===== src/rtl/delta_tile_sequencer.sv =====
// delta_tile_sequencer: job-level sequencer for a tiled convolution layer.
// Walks the layer in tiles (i_ch innermost, then o_c, o_r, o_ch outermost),
// issuing SRAM/bias/buffer/op phase strobes and waiting on their fin inputs.
// Optional build macro: DELTA_SEQ_PERF_EN enables the perf_op_cycles counter
// (cycles spent in OP_WT for the current job); without it the output is 0.
//
// state   | meaning
// IDLE    | waiting for start
// ACK     | one-cycle acknowledge, configuration latched
// ISR_ST  | pulse in_sram_start (whole-layer input load)
// ISR_WT  | wait for in_sram_fin
// CHECK   | decide: finish, bias load, or input-buffer load
// BIAS_ST | pulse bias_start
// BIAS_WT | wait for bias_fin
// IBUF_ST | pulse in_buf_start
// IBUF_WT | wait for in_buf_fin
// OP_ST   | pulse op_start, clear PU finish flags
// OP_WT   | collect pu_finished until every active PU reported
// OP_FIN  | one-cycle finish_cycle
// OBUF_ST | pulse out_buf_start (last input tile only)
// OBUF_WT | wait for out_buf_fin
// ADV     | advance tile indices
// OSR_ST  | pulse out_sram_start (whole-layer output store)
// OSR_WT  | wait for out_sram_fin
// DONE    | one-cycle done
module delta_tile_sequencer #(
  parameter int PU_NUM  = 4,
  parameter int PU_OC   = 8,
  parameter int TILE_IC = 8,
  parameter int TILE_OH = 8,
  parameter int TILE_OW = 8,
  parameter int CW      = 10,
  parameter int FW      = 9
) (
  input  logic                 clock,
  input  logic                 reset,
  input  logic                 start,
  output logic                 ack,
  output logic                 done,
  output logic                 busy,
  input  logic [CW-1:0]        ic_num,
  input  logic [CW-1:0]        oc_num,
  input  logic [FW-1:0]        orc_size,
  input  logic                 load_input,
  input  logic                 store_output,
  output logic                 in_sram_start,
  output logic                 bias_start,
  output logic                 in_buf_start,
  output logic                 op_start,
  output logic                 out_buf_start,
  output logic                 out_sram_start,
  input  logic                 in_sram_fin,
  input  logic                 bias_fin,
  input  logic                 in_buf_fin,
  input  logic                 out_buf_fin,
  input  logic                 out_sram_fin,
  input  logic [PU_NUM-1:0]    pu_finished,
  output logic                 finish_cycle,
  output logic [1:0]           dram_sel,
  output logic [CW-1:0]        i_ch,
  output logic [CW-1:0]        o_ch,
  output logic [FW-1:0]        o_r,
  output logic [FW-1:0]        o_c,
  output logic [CW-1:0]        pu_ic_num,
  output logic [PU_NUM*CW-1:0] pu_oc_num,
  output logic [31:0]          perf_op_cycles
);

  typedef enum logic [4:0] {
    IDLE, ACK, ISR_ST, ISR_WT, CHECK, BIAS_ST, BIAS_WT, IBUF_ST, IBUF_WT,
    OP_ST, OP_WT, OP_FIN, OBUF_ST, OBUF_WT, ADV, OSR_ST, OSR_WT, DONE
  } state_t;

  // Steps are one bit wider than the indices so index+step never wraps.
  localparam logic [CW:0] IC_STEP = (CW+1)'(TILE_IC);
  localparam logic [CW:0] OC_STEP = (CW+1)'(PU_NUM*PU_OC);
  localparam logic [FW:0] OH_STEP = (FW+1)'(TILE_OH);
  localparam logic [FW:0] OW_STEP = (FW+1)'(TILE_OW);

  state_t              state, state_nxt;
  logic [CW-1:0]       ic_l, oc_l;
  logic [FW-1:0]       orc_l;
  logic                store_l;
  logic                all_done;
  logic [PU_NUM-1:0]   sticky;
  logic [PU_NUM-1:0]   pu_idle;

  logic [CW:0]         i_ch_nx, o_ch_nx, ic_rem;
  logic [FW:0]         o_c_nx, o_r_nx;
  logic                last_ic, wrap_c, wrap_r, wrap_oc, tiles_done, pus_done;

  assign i_ch_nx = {1'b0, i_ch} + IC_STEP;
  assign o_ch_nx = {1'b0, o_ch} + OC_STEP;
  assign o_c_nx  = {1'b0, o_c} + OW_STEP;
  assign o_r_nx  = {1'b0, o_r} + OH_STEP;
  assign last_ic = (i_ch_nx >= {1'b0, ic_l});
  assign wrap_c  = (o_c_nx >= {1'b0, orc_l});
  assign wrap_r  = (o_r_nx >= {1'b0, orc_l});
  assign wrap_oc = (o_ch_nx >= {1'b0, oc_l});

  // Any empty dimension means there is no tile to run at all.
  assign tiles_done = all_done || (ic_l == '0) || (oc_l == '0) || (orc_l == '0);

  // Input channels left in this tile, capped at the tile depth.
  assign ic_rem    = {1'b0, ic_l} - {1'b0, i_ch};
  assign pu_ic_num = ({1'b0, i_ch} >= {1'b0, ic_l}) ? '0 :
                     (ic_rem >= IC_STEP) ? CW'(TILE_IC) : ic_rem[CW-1:0];

  // Per-PU output channel count; compared before subtracting so it never underflows.
  for (genvar k = 0; k < PU_NUM; k++) begin : g_pu
    logic [CW+1:0] base, diff;
    assign base = {2'b00, o_ch} + (CW+2)'(k*PU_OC);
    assign diff = {2'b00, oc_l} - base;
    assign pu_idle[k] = ({2'b00, oc_l} <= base);
    assign pu_oc_num[k*CW +: CW] = pu_idle[k] ? '0 :
                                   (diff >= (CW+2)'(PU_OC)) ? CW'(PU_OC) : diff[CW-1:0];
  end

  // A PU counts as finished if it has no work this tile or has reported.
  assign pus_done = &(sticky | pu_finished | pu_idle);

  function automatic logic [1:0] sel_for(input state_t s);
    case (s)
      BIAS_ST, BIAS_WT:              sel_for = 2'd2;
      OP_ST, OP_WT, OP_FIN:          sel_for = 2'd3;
      OBUF_ST, OBUF_WT,
      OSR_ST, OSR_WT:                sel_for = 2'd1;
      default:                       sel_for = 2'd0;
    endcase
  endfunction

  // Next-state decision; fins are only looked at in the *_WT states.
  always_comb begin
    state_nxt = state;
    unique case (state)
      IDLE:    if (start) state_nxt = ACK;
      // load_input is sampled live here, the same instant it is latched.
      ACK:     state_nxt = load_input ? ISR_ST : CHECK;
      ISR_ST:  state_nxt = ISR_WT;
      ISR_WT:  if (in_sram_fin) state_nxt = CHECK;
      CHECK: begin
        if (tiles_done)       state_nxt = store_l ? OSR_ST : DONE;
        else if (i_ch == '0)  state_nxt = BIAS_ST;
        else                  state_nxt = IBUF_ST;
      end
      BIAS_ST: state_nxt = BIAS_WT;
      BIAS_WT: if (bias_fin) state_nxt = IBUF_ST;
      IBUF_ST: state_nxt = IBUF_WT;
      IBUF_WT: if (in_buf_fin) state_nxt = OP_ST;
      OP_ST:   state_nxt = OP_WT;
      OP_WT:   if (pus_done) state_nxt = OP_FIN;
      OP_FIN:  state_nxt = last_ic ? OBUF_ST : ADV;
      OBUF_ST: state_nxt = OBUF_WT;
      OBUF_WT: if (out_buf_fin) state_nxt = ADV;
      ADV:     state_nxt = CHECK;
      OSR_ST:  state_nxt = OSR_WT;
      OSR_WT:  if (out_sram_fin) state_nxt = DONE;
      DONE:    state_nxt = IDLE;
      default: state_nxt = IDLE;
    endcase
  end

  // State, registered outputs (decoded from the next state) and job datapath.
  always_ff @(posedge clock) begin
    if (reset) begin
      state          <= IDLE;
      ack            <= 1'b0;
      done           <= 1'b0;
      busy           <= 1'b0;
      in_sram_start  <= 1'b0;
      bias_start     <= 1'b0;
      in_buf_start   <= 1'b0;
      op_start       <= 1'b0;
      out_buf_start  <= 1'b0;
      out_sram_start <= 1'b0;
      finish_cycle   <= 1'b0;
      dram_sel       <= 2'd0;
      ic_l           <= '0;
      oc_l           <= '0;
      orc_l          <= '0;
      store_l        <= 1'b0;
      all_done       <= 1'b0;
      sticky         <= '0;
      i_ch           <= '0;
      o_ch           <= '0;
      o_r            <= '0;
      o_c            <= '0;
    end else begin
      state          <= state_nxt;
      ack            <= (state_nxt == ACK);
      done           <= (state_nxt == DONE);
      busy           <= (state_nxt != IDLE);
      in_sram_start  <= (state_nxt == ISR_ST);
      bias_start     <= (state_nxt == BIAS_ST);
      in_buf_start   <= (state_nxt == IBUF_ST);
      op_start       <= (state_nxt == OP_ST);
      out_buf_start  <= (state_nxt == OBUF_ST);
      out_sram_start <= (state_nxt == OSR_ST);
      finish_cycle   <= (state_nxt == OP_FIN);
      dram_sel       <= sel_for(state_nxt);
      case (state)
        ACK: begin
          ic_l     <= ic_num;
          oc_l     <= oc_num;
          orc_l    <= orc_size;
          store_l  <= store_output;
          all_done <= 1'b0;
          i_ch     <= '0;
          o_ch     <= '0;
          o_r      <= '0;
          o_c      <= '0;
        end
        OP_ST: sticky <= '0;
        OP_WT: sticky <= sticky | pu_finished;
        ADV: begin
          if (!last_ic) begin
            i_ch <= i_ch_nx[CW-1:0];
          end else begin
            i_ch <= '0;
            if (!wrap_c) begin
              o_c <= o_c_nx[FW-1:0];
            end else begin
              o_c <= '0;
              if (!wrap_r) begin
                o_r <= o_r_nx[FW-1:0];
              end else begin
                o_r <= '0;
                if (!wrap_oc) begin
                  o_ch <= o_ch_nx[CW-1:0];
                end else begin
                  o_ch     <= '0;
                  all_done <= 1'b1;
                end
              end
            end
          end
        end
        default: ;
      endcase
    end
  end

`ifdef DELTA_SEQ_PERF_EN
  // Saturating count of cycles spent waiting on the PUs during this job.
  always_ff @(posedge clock) begin
    if (reset || state == ACK)
      perf_op_cycles <= '0;
    else if (state == OP_WT && perf_op_cycles != '1)
      perf_op_cycles <= perf_op_cycles + 32'd1;
  end
`else
  assign perf_op_cycles = '0;
`endif

endmodule


===== config.mk =====
export PLATFORM = sky130hd
export DESIGN_NAME = delta_tile_sequencer
export DESIGN_NICKNAME = d
export VERILOG_FILES = /design/src/rtl/delta_tile_sequencer.sv
export SDC_FILE = /design/constraint.sdc
export NUM_CORES = 1
export LEC_CHECK = 0
export ABC_AREA = 1
export BUFFER_PORTS_ARGS = -buffer_cell sky130_fd_sc_hd__buf_4
export CAP_MARGIN = 20
export CORE_MARGIN = 2
export CORE_UTILIZATION = 40
export DETAILED_ROUTE_END_ITERATION = 12
export HOLD_SLACK_MARGIN = 0.05
export PLACE_DENSITY_LB_ADDON = 0.2
export SETUP_SLACK_MARGIN = 0.5
export SLEW_MARGIN = 30
export SYNTH_ARGS = -nofsm -noshare
export SYNTH_HDL_FRONTEND = slang
export SYNTH_SLANG_ARGS = --single-unit

===== constraint.sdc =====
create_clock -name clock -period 4.3 [get_ports clock]
set_input_delay 0.645 -clock clock [delete_from_list [all_inputs] [get_ports clock]]
set_output_delay 0.645 -clock clock [all_outputs]
set_load 0.005 [all_outputs]

==> metrics, run 1 <==
area grow syn2layout=14.7%; critical path launch point type=flop; Yosys warnings=0; #FFs+latches synth=76; Synth top area share=0.232; Net Sw Power=about 2.9 mW; Mapped Area=roughly 6600 sq um; Worst-Margin Slew=about 0.95 ns; Max Slew Vio Count=0; CTS tree=done; pwr/cell area=750 nW/um^2; share of flip-flops with an asynchronous set or reset=0; Final setup viols=0; Worst Skew=0.00870 ns; RSZ-0062 raised after global routing=no; IO buf count=98; vias per cell=roughly 4.7; Die Y=132 um; final wirelength=about 17 mm; clock network power share=0.140; CTS sink cnt=76; Skew-Pair Late Insertion Delay=0.35 ns; floorplan row count=46; routability cong.=0.888; hold path depth=2; switching portion of total power=0.507; IO Count=~180; Worst Hold End=ic_l[0]; setup tns final=0 ns; post-synth cell types=47; total CTS buffers=9; DIE AREA=about 17000 sq um; syn_area_per_cell=roughly 6.5 sq um; diodes inserted=0; router iterations before antenna repair=5; Die W=between 100 and 150 um; level count of the clock H-tree=3; Clock Tree Buf Depth=2; sequential area share after synthesis=0.232; final-stage net count=between 1000 and 1500; Leakage=between 3 and 4 nW; Buffers & Inverters on Critical Path=3; share of layout cells above drive strength 1=0.145; largest net degree at the start of global routing=63; vias post-DR=around 6200; WL/cell=approximately 13 um; detailed router's first-iteration violation count=374; Hold Slack=0.481 ns; Hold/Removal Path Class=flop to flop; Max Clk Rate=~0.30 GHz; setup bufs post-CTS=0; Max Cap Viol=0; endpoint class of the critical path=output pin; EDFF count, synth=0; CTS root buffer=clkbuf_16; cells resized by post-CTS repair=0; initial core utilization=0.411; ys flop type=dfxtp_1; Std-Cell Core Area=15900 sq um; DRC=0; DP Cell Count=approximately 1300; CP Cell Sequence=inv_1 > ha_1 > nand2_2 > nor2_1 > nand2_1 > nand3_1 > inv_1 > nor3_1 > nand3_1 > nor2_1 > buf_4; Final Cycle Share=0.771; cells after synthesis=1005; cell family with most CP delay=simple AND/OR/NAND/NOR gates; gr ovfl total=0; synth top area cells=dfxtp_1 (23%), nand2_1 (11%), ha_1 (11%); initial antenna violation count=0; Critical Path AT=~2.7 ns; Final Hold Fails=0; first-pass GRT wire length=between 20 and 30 mm; DRT antenna net count=0; Non-Filler Instances=roughly 1300; outcome=finished clean; Post-CTS Hold Fix Bufs=0; combinational cell fraction of total power=0.666; clk slew on worst S/H paths=0.06 ns; Req. time, crit path=between 3 and 4 ns; Max transition margin=0.361; Tmin final=~3.3 ns; Pint=roughly 2.8 mW; Crit path largest cell delay=around 0.46 ns; maximum VDD drop=about 0.31 mV; Post-Place Setup Slack=1.40 ns; Crit-path slowest cell=ha_1; hold path startpoint=ic_l[0]; final worst slack=0.986 ns; R2R cell count=14; cell taking the most area after synthesis=dfxtp_1; CP Class=flop to output pin; register share of total power=0.194; dpl hpwl=roughly 13 mm; all-layer global routing usage=0.192; vias in the first global route=roughly 5600; Reg2Reg Setup Slack=1.41 ns; critical path peak fanout=8; R2R Path End=dram_sel[1]; RR Startpoint=i_ch[4]
synthesized netlist by cell type (4+ instances only):
master / count
a21oi_1: 75
nand3b_1: 8
nor2_1: 111
xnor2_1: 4
buf_4: 76
nor3_1: 17
nand2_1: 194
nand3_2: 4
nor3_2: 4
xor2_1: 23
nand4_1: 9
dfxtp_1: 76
nand2_2: 10
nand2_4: 4
inv_1: 141
ha_1: 58
buf_2: 5
a21oi_2: 4
inv_2: 10
nand3_1: 80
o21ai_0: 47
clkbuf_1: 10
power groups by stage:
| stage | clock network [mW] | logic, mW | registers [mW] |
|---|---|---|---|
| 3_3_place_gp | 0 | 3.71 | 1.10 |
| 6_report | 0.792 | 3.75 | 1.09 |
| 4_1_cts | 0.819 | 3.74 | 1.09 |
| 5_1_grt | 0.849 | 4.27 | 1.12 |
| 3_5_place_dp | 0 | 3.71 | 1.10 |
| 2_1_floorplan | 0 | 2.81 | 1.06 |
cells in the final DEF, fill, tap and decap left out, types with 8 or more instances in the layout:
master,count
nand2_1,194
inv_1,141
nor2_1,111
buf_4,100
nand3_1,80
conb_1,80
dfxtp_1,76
a21oi_1,75
ha_1,58
o21ai_0,47
xor2_1,23
nor3_1,17
nand2_2,10
inv_2,10
nand4_1,9
clkbuf_16,9
nand3b_1,8
flip-flops by register name, summed over array words and instances (netlist names), 2 cells and up:
name,flops
dram_sel,2
i_ch,7
ic_l,10
o_c,6
o_ch,5
o_r,6
oc_l,10
orc_l,9
state,5
sticky,4
worst max-delay path by stage:
stage | startpoint | slack (ns) | depth (start not counted) | endpoint
floorplan | i_ch[4] | 1.75 | 14 | dram_sel[1]
global placement | o_ch[7] | 1.41 | 11 | pu_oc_num[20]
detailed placement | o_ch[5] | 1.40 | 11 | pu_oc_num[22]
CTS | o_ch[5] | 1.01 | 11 | pu_oc_num[22]
global route | o_ch[5] | 0.73 | 11 | pu_oc_num[32]
finish | o_ch[5] | 0.99 | 11 | pu_oc_num[22]
tightest hold or removal path, stage by stage (launching register included):
cell	delay, ns
dfxtp_1	0.31
inv_1	0.07
a21oi_1	0.06
metal layers:
layer | vias up | part of all wire | global-route usage
li1 | 3242 | - | -
met1 | 2794 | 0.49 | 0.265
met2 | 166 | 0.45 | 0.306
met3 | 15 | 0.046 | 0.0334
met4 | 0 | 0.012 | 0.0537
met5 | - | 0 | 0
through the flow:
stage | cell area (sq um) | total power [mW] | util
floorplan | 6850 | 3.87 | -
global placement | 7220 | 4.81 | 0.453
detailed placement | 7220 | 4.81 | 0.453
CTS | 7520 | 5.65 | 0.472
global route | 7520 | 6.24 | 0.472
finish | 7520 | 5.64 | 0.472
logic make-up (layout without fill, tap and decap cells):
family	after synthesis	after routing	synth area share
and+or+nand+nor	455	455	0.318
buffers and inverters	246	268	0.187
AOI/OAI and AO/OA	141	141	0.115
DFF	76	76	0.232
adders and majority gates	58	58	0.111
xor gates and xnor gates	27	27	0.0361
other	2	80	0.00115
layout make-up:
class | count | area [sq um]
Fill cell | 1682 | 8420
Multi-Input combinational cell | 761 | 4100
Sequential cell | 76 | 1520
Timing Repair Buffer | 100 | 751
Inverter | 152 | 571
Tap cell | 216 | 270
Clock buffer | 13 | 260
Clock inverter | 3 | 45.0
No activity file was read; power rests on OpenSTA's default activity.
==> run 2: changes to the inputs <==
Clock period 4.3 ns to 2.8 ns, I/O delays scaled along.
==> run 2 against run 1 <==
  * Combinational power is 120% higher
  * Via count is 8.6% higher
  * Power is 94% higher
  * Setup slack worse by 0.83 ns
  * Hold slack worse by 0.13 ns
  * Largest power group unchanged
  * Global-route usage is 1.5 points higher
==> metrics, run 2 (synthesis results as in run 1) <==
CTS tree=done; Post-Place Setup Slack=0.200 ns (-1.20 ns); vias per cell=4.90 (+4.2%); endpoint class of the critical path=output pin; RSZ-0062 raised after global routing=yes; Hold/Removal Path Class=input pin to flop; clk slew on worst S/H paths=0.07 ns (about the same); level count of the clock H-tree=3 (unchanged); Hold Slack=0.348 ns (-0.133 ns); Die W=132 um (unchanged); largest net degree at the start of global routing=45 (-29%); first-pass GRT wire length=29.8 mm (+8.3%); Max Slew Vio Count=0 (unchanged); Leakage=4.36 nW (+12%); DRT antenna net count=0 (unchanged); IO buf count=98 (unchanged); CP Class=flop to output pin; gr ovfl total=0 (unchanged); Reg2Reg Setup Slack=0.19 ns (-1.22 ns); Max Clk Rate=between 0.3 and 0.4 GHz; WL/cell=13.6 um (+7.3%); fillers=1499 (-11%); DIE AREA=17400 sq um (unchanged); router iterations before antenna repair=5 (unchanged); Req. time, crit path=2.38 ns (-1.27 ns); DRC=0 (unchanged); Final Cycle Share=0.945; hold path depth=3 (+1); final worst slack=0.153 ns (-0.833 ns); register share of total power=0.159 (-0.035); detailed router's first-iteration violation count=360 (-3.7%); Clock Tree Buf Depth=2 (unchanged); Worst-Margin Slew=0.622 ns (-0.331 ns); Final Hold Fails=0 (unchanged); pwr/cell area=1210 nW/um^2 (+62%); final-stage net count=1257 (+4.7%); hold path startpoint=oc_num[2]; Max Cap Viol=0 (unchanged); final wirelength=18.7 mm (+12%); outcome=finished clean; Final setup viols=0 (unchanged); area grow syn2layout=37.9%; Max transition margin=0.584 (+0.223); RR Startpoint=i_ch[3]; critical path launch point type=flop; vias post-DR=6753 (+8.6%); most frequent cells in the layout=nand2_1 (159), buf_4 (135), inv_1 (110); all-layer global routing usage=0.207 (+0.0149); Die Y=132 um (unchanged); switching portion of total power=0.501 (-0.00527); diodes inserted=0 (unchanged); share of layout cells above drive strength 1=0.345 (+0.201); R2R cell count=15 (+1); total CTS buffers=9 (unchanged); routability cong.=0.906 (+2.0%); Skew-Pair Late Insertion Delay=0.35 ns (about the same); initial antenna violation count=0 (unchanged); initial core utilization=0.411 (unchanged); Pint=5.46 mW (+96%); Tmin final=~2.6 ns; vias in the first global route=6185 (+9.7%); maximum VDD drop=0.489 mV (+58%); Net Sw Power=5.49 mW (+92%); R2R Path End=dram_sel[1]; Power Total=10.9 mW (+94%); dpl hpwl=13.6 mm (+3.8%); final core occ=0.567 (+0.0953); Std-Cell Core Area=15900 sq um (unchanged); Critical Path AT=2.23 ns (-0.44 ns); Worst Hold End=oc_l[2]; Worst Skew=0.0124 ns (+0.00370 ns); registers with the most flip-flops=ic_l (10), oc_l (10), orc_l (9); CTS root buffer=clkbuf_16; CTS sink cnt=76 (unchanged); commonest non-fill, non-tap cell in the layout=nand2_1; floorplan row count=46 (unchanged); clock network power share=0.102 (-0.038); combinational cell fraction of total power=0.739 (+0.073); IO Count=175 (unchanged); critical path peak fanout=7 (-1)
[run 2: changes by cell type in the layout (fill, tap and decap cells not counted), moves of 21 or more]
cell     previous run  this run
buf_4             100       135
dfxtp_1            76        55
ha_1               58        31
ha_4                0        25
inv_1             141       110
nand2_1           194       159
nand2_2            10        38
[run 2: routing by layer]
metal  vias to the layer above  track usage  part of all wire
met1                      3127        0.254              0.43
met2                       219        0.365              0.50
met3                        33       0.0384             0.052
li1                       3374            -                 -
met4                         0       0.0646             0.021
met5                         -            0                 0
[run 2: timing repair]
action                     CTS  global route
pin swaps                   44            69
gates resized for setup    137           120
gates cloned                 0             1
hold buffers                 0             0
setup endpoints to repair   56            58
setup buffers               28            16
[run 2: worst max-delay path: stages (launching register included)]
cell and delay (ns):
dfxtp_2 0.35, inv_4 0.05, ha_4 0.27, buf_6 0.12, nand4_1 0.12, nand2_2 0.12
xor2_1 0.18, nand3_2 0.12, nor3b_4 0.24, nand3_1 0.10, nor2_1 0.11, buf_4 0.12
[run 2: layout make-up]
class	count	area [sq um]	share of cell area
sequential	76	1580	0.174
tap	216	270	0.0299
clock inverter	7	58.8	0.00651
timing repair buffer	155	1280	0.142
inverter	152	614	0.0680
clock buffer	9	225	0.0249
multi-input combinational	762	5010	0.555
[run 2: power by group through the flow]
| stage | clock (mW) | sequential, mW | combinational (mW) |
|---|---|---|---|
| after floorplan | 0 | 1.62 | 4.33 |
| after global placement | 0 | 1.67 | 5.82 |
| after detailed placement | 0 | 1.67 | 5.85 |
| after CTS | 1.15 | 1.71 | 7.13 |
| after global routing | 1.20 | 1.78 | 9.01 |
| final | 1.12 | 1.74 | 8.09 |
[run 2: how the worst max path moves through the flow]
stage                       start             to  slack [ns]
after floorplan           i_ch[5]    dram_sel[1]        0.47
after global placement    o_ch[6]    dram_sel[1]        0.19
after detailed placement  o_ch[6]    dram_sel[1]        0.20
after CTS                 i_ch[3]   pu_ic_num[1]        0.17
after global routing      o_ch[5]  pu_oc_num[32]       -0.01
final                     o_ch[5]  pu_oc_num[31]        0.15
[run 2: through the flow]
step,TNS (ns),instances,cell area [sq um]
2_1_floorplan,0,1083,6900
3_3_place_gp,0,1316,7350
3_5_place_dp,0,1316,7350
4_1_cts,0,1360,8460
5_1_grt,-0.0122,1377,9040
6_report,0,1377,9040
==> run 3: changes to the inputs <==
Settings changed: CAP_MARGIN 20 to 10.
Clock period 2.8 ns to 3.3 ns, I/O delays scaled along.
==> run 3 against run 2 <==
  * Critical endpoint unchanged
  * Sequential power shrank 16%
  * Clock skew shrank 0.0046 ns
  * Largest power group unchanged
  * Hold slack improved by 0.070 ns
  * Power fell by 27%
  * First-iteration DRC count grew 18%
  * Setup slack better by 0.42 ns
  * Clock-buffer cell count rose by 3
  * Critical path depth unchanged
==> metrics, run 3 (synthesis results as in run 1) <==
outcome=finished clean; R2R cell count=14 (-1); Cell Area, Placed=7220 sq um (-1.7%); detailed router's first-iteration violation count=423 (+18%); total CTS buffers=9 (unchanged); vias post-DR=6268 (-7.2%); Worst Hold End=orc_l[0]; Req. time, crit path=2.80 ns (+0.42 ns); hold path depth=3 (unchanged); DRT antenna net count=0 (unchanged); final wirelength=17.0 mm (-9.3%); final core occ=0.505 (-0.0617); largest net degree at the start of global routing=55 (+22%); Non-Filler Instances=1336 (-3.0%); CP Class=flop to output pin; Max Clk Rate=0.367 GHz; CP most frequent cell=nand2_1; first-pass GRT wire length=27.4 mm (-8.0%); registers with the most flip-flops=ic_l (10), oc_l (10), orc_l (9); maximum VDD drop=0.377 mV (-23%); Final Hold Fails=0 (unchanged); Reg2Reg Setup Slack=0.59 ns (+0.40 ns); Final setup viols=0 (unchanged); initial core utilization=0.411 (unchanged); Power Total=8.02 mW (-27%); Max transition margin=0.649 (+0.0647); Hold/Removal Path Class=input pin to flop; Die Y=132 um (unchanged); share of layout cells above drive strength 1=0.233 (-0.112); Hold Slack=0.418 ns (+0.0702 ns); hold path startpoint=orc_size[0]; final worst slack=0.573 ns (+0.420 ns); router iterations before antenna repair=5 (unchanged); Std-Cell Core Area=15900 sq um (unchanged); commonest non-fill, non-tap cell in the layout=nand2_1; Buffers & Inverters on Critical Path=2 (-1); area grow syn2layout=22.9%; critical path launch point type=flop; IO buf count=98 (unchanged); CTS tree=done; cell area after layout=8060 sq um (-11%); Final Cycle Share=0.826; routability cong.=0.906 (about the same); final-stage net count=1216 (-3.3%); setup tns final=0 ns (unchanged); Critical Path AT=2.23 ns (about the same); Die W=132 um (unchanged); Worst Skew=0.00777 ns (-0.00463 ns); critical path peak fanout=11 (+4); Clock Tree Buf Depth=2 (unchanged); Max Cap Viol=0 (unchanged); diodes inserted=0 (unchanged); vias per cell=4.69 (-4.3%); RR Startpoint=i_ch[4]; DIE AREA=17400 sq um (unchanged); R2R Path End=dram_sel[1]; cell family with most CP delay=simple AND/OR/NAND/NOR gates; fillers=1649 (+10%); CP Cell Sequence=inv_1 > ha_4 > nand2_1 > nor2_2 > nand2_1 > nand2_1 > xnor2_1 > and3_4 > nand3_1 > nor2_1 > buf_4; pwr/cell area=995 nW/um^2 (-18%); Skew-Pair Late Insertion Delay=0.35 ns (about the same); Worst-Margin Slew=0.527 ns (-0.0950 ns); Post-Place Setup Slack=0.379 ns (+0.179 ns); CTS sink cnt=76 (unchanged); endpoint class of the critical path=output pin; RSZ-0062 raised after global routing=yes; vias in the first global route=5646 (-8.7%); most frequent cells in the layout=nand2_1 (182), inv_1 (129), buf_4 (115); all-layer global routing usage=0.191 (-0.0157); IO Count=175 (unchanged); Crit path largest cell delay=0.38 ns (+0.03 ns); CTS root buffer=clkbuf_16; DP Cell Count=1306 (-0.76%); DRC=0 (unchanged); Max Slew Vio Count=0 (unchanged); initial antenna violation count=0 (unchanged); Post-CTS Hold Fix Bufs=0 (unchanged); Crit-path slowest cell=dfxtp_4; WL/cell=12.7 um (-6.5%); floorplan row count=46 (unchanged); clk slew on worst S/H paths=0.06 ns (about the same); level count of the clock H-tree=3 (unchanged); gr ovfl total=0 (unchanged); Leakage=4.04 nW (-7.4%); Tmin final=2.73 ns; dpl hpwl=13.0 mm (-4.8%)
[run 3: final cells by class]
type	count	area, sq um	share of cell area
inverter	152	584	0.0725
clock inverter	4	55.1	0.00683
sequential	76	1570	0.195
timing repair buffer	115	863	0.107
clock buffer	12	256	0.0318
multi-input combinational	761	4460	0.553
tap	216	270	0.0335
[run 3: timing repair]
item / in CTS / in global routing
endpoints found under the setup margin: 23 / 27
gates resized for setup: 45 / 71
pin swaps: 7 / 23
hold endpoints to repair: 0 / 0
buffers inserted: 2 / 12
[run 3: how the worst max path moves through the flow]
stage	from	endpoint	slack, ns	depth (start not counted)
6_report	o_ch[7]	pu_oc_num[31]	0.57	11
5_1_grt	i_ch[4]	dram_sel[1]	0.42	15
4_1_cts	o_ch[5]	pu_oc_num[20]	0.51	13
3_5_place_dp	i_ch[4]	dram_sel[1]	0.38	14
3_3_place_gp	i_ch[4]	dram_sel[1]	0.38	14
2_1_floorplan	i_ch[4]	dram_sel[1]	0.75	14
[run 3: power breakdown]
part | total [mW] | switching (mW) | internal (mW)
logic | 5.50 | 3.31 | 2.19
registers | 1.47 | 0.273 | 1.20
clock network | 1.05 | 0.417 | 0.633
total | 8.02 | 4.00 | 4.02
[run 3: per-layer routing]
layer / up-vias / share of wire / GRT usage
li1: 3283 / - / -
met1: 2804 / 0.48 / 0.258
met2: 163 / 0.46 / 0.308
met3: 18 / 0.045 / 0.0423
met4: 0 / 0.012 / 0.0489
met5: - / 0 / 0
[run 3: worst min-delay path, delay by kind of cell]
kind | cells | cell delay [ns]
buffers and inverters | 1 | 0.09
and+or+nand+nor | 1 | 0.08
AOI/OAI and AO/OA | 1 | 0.07
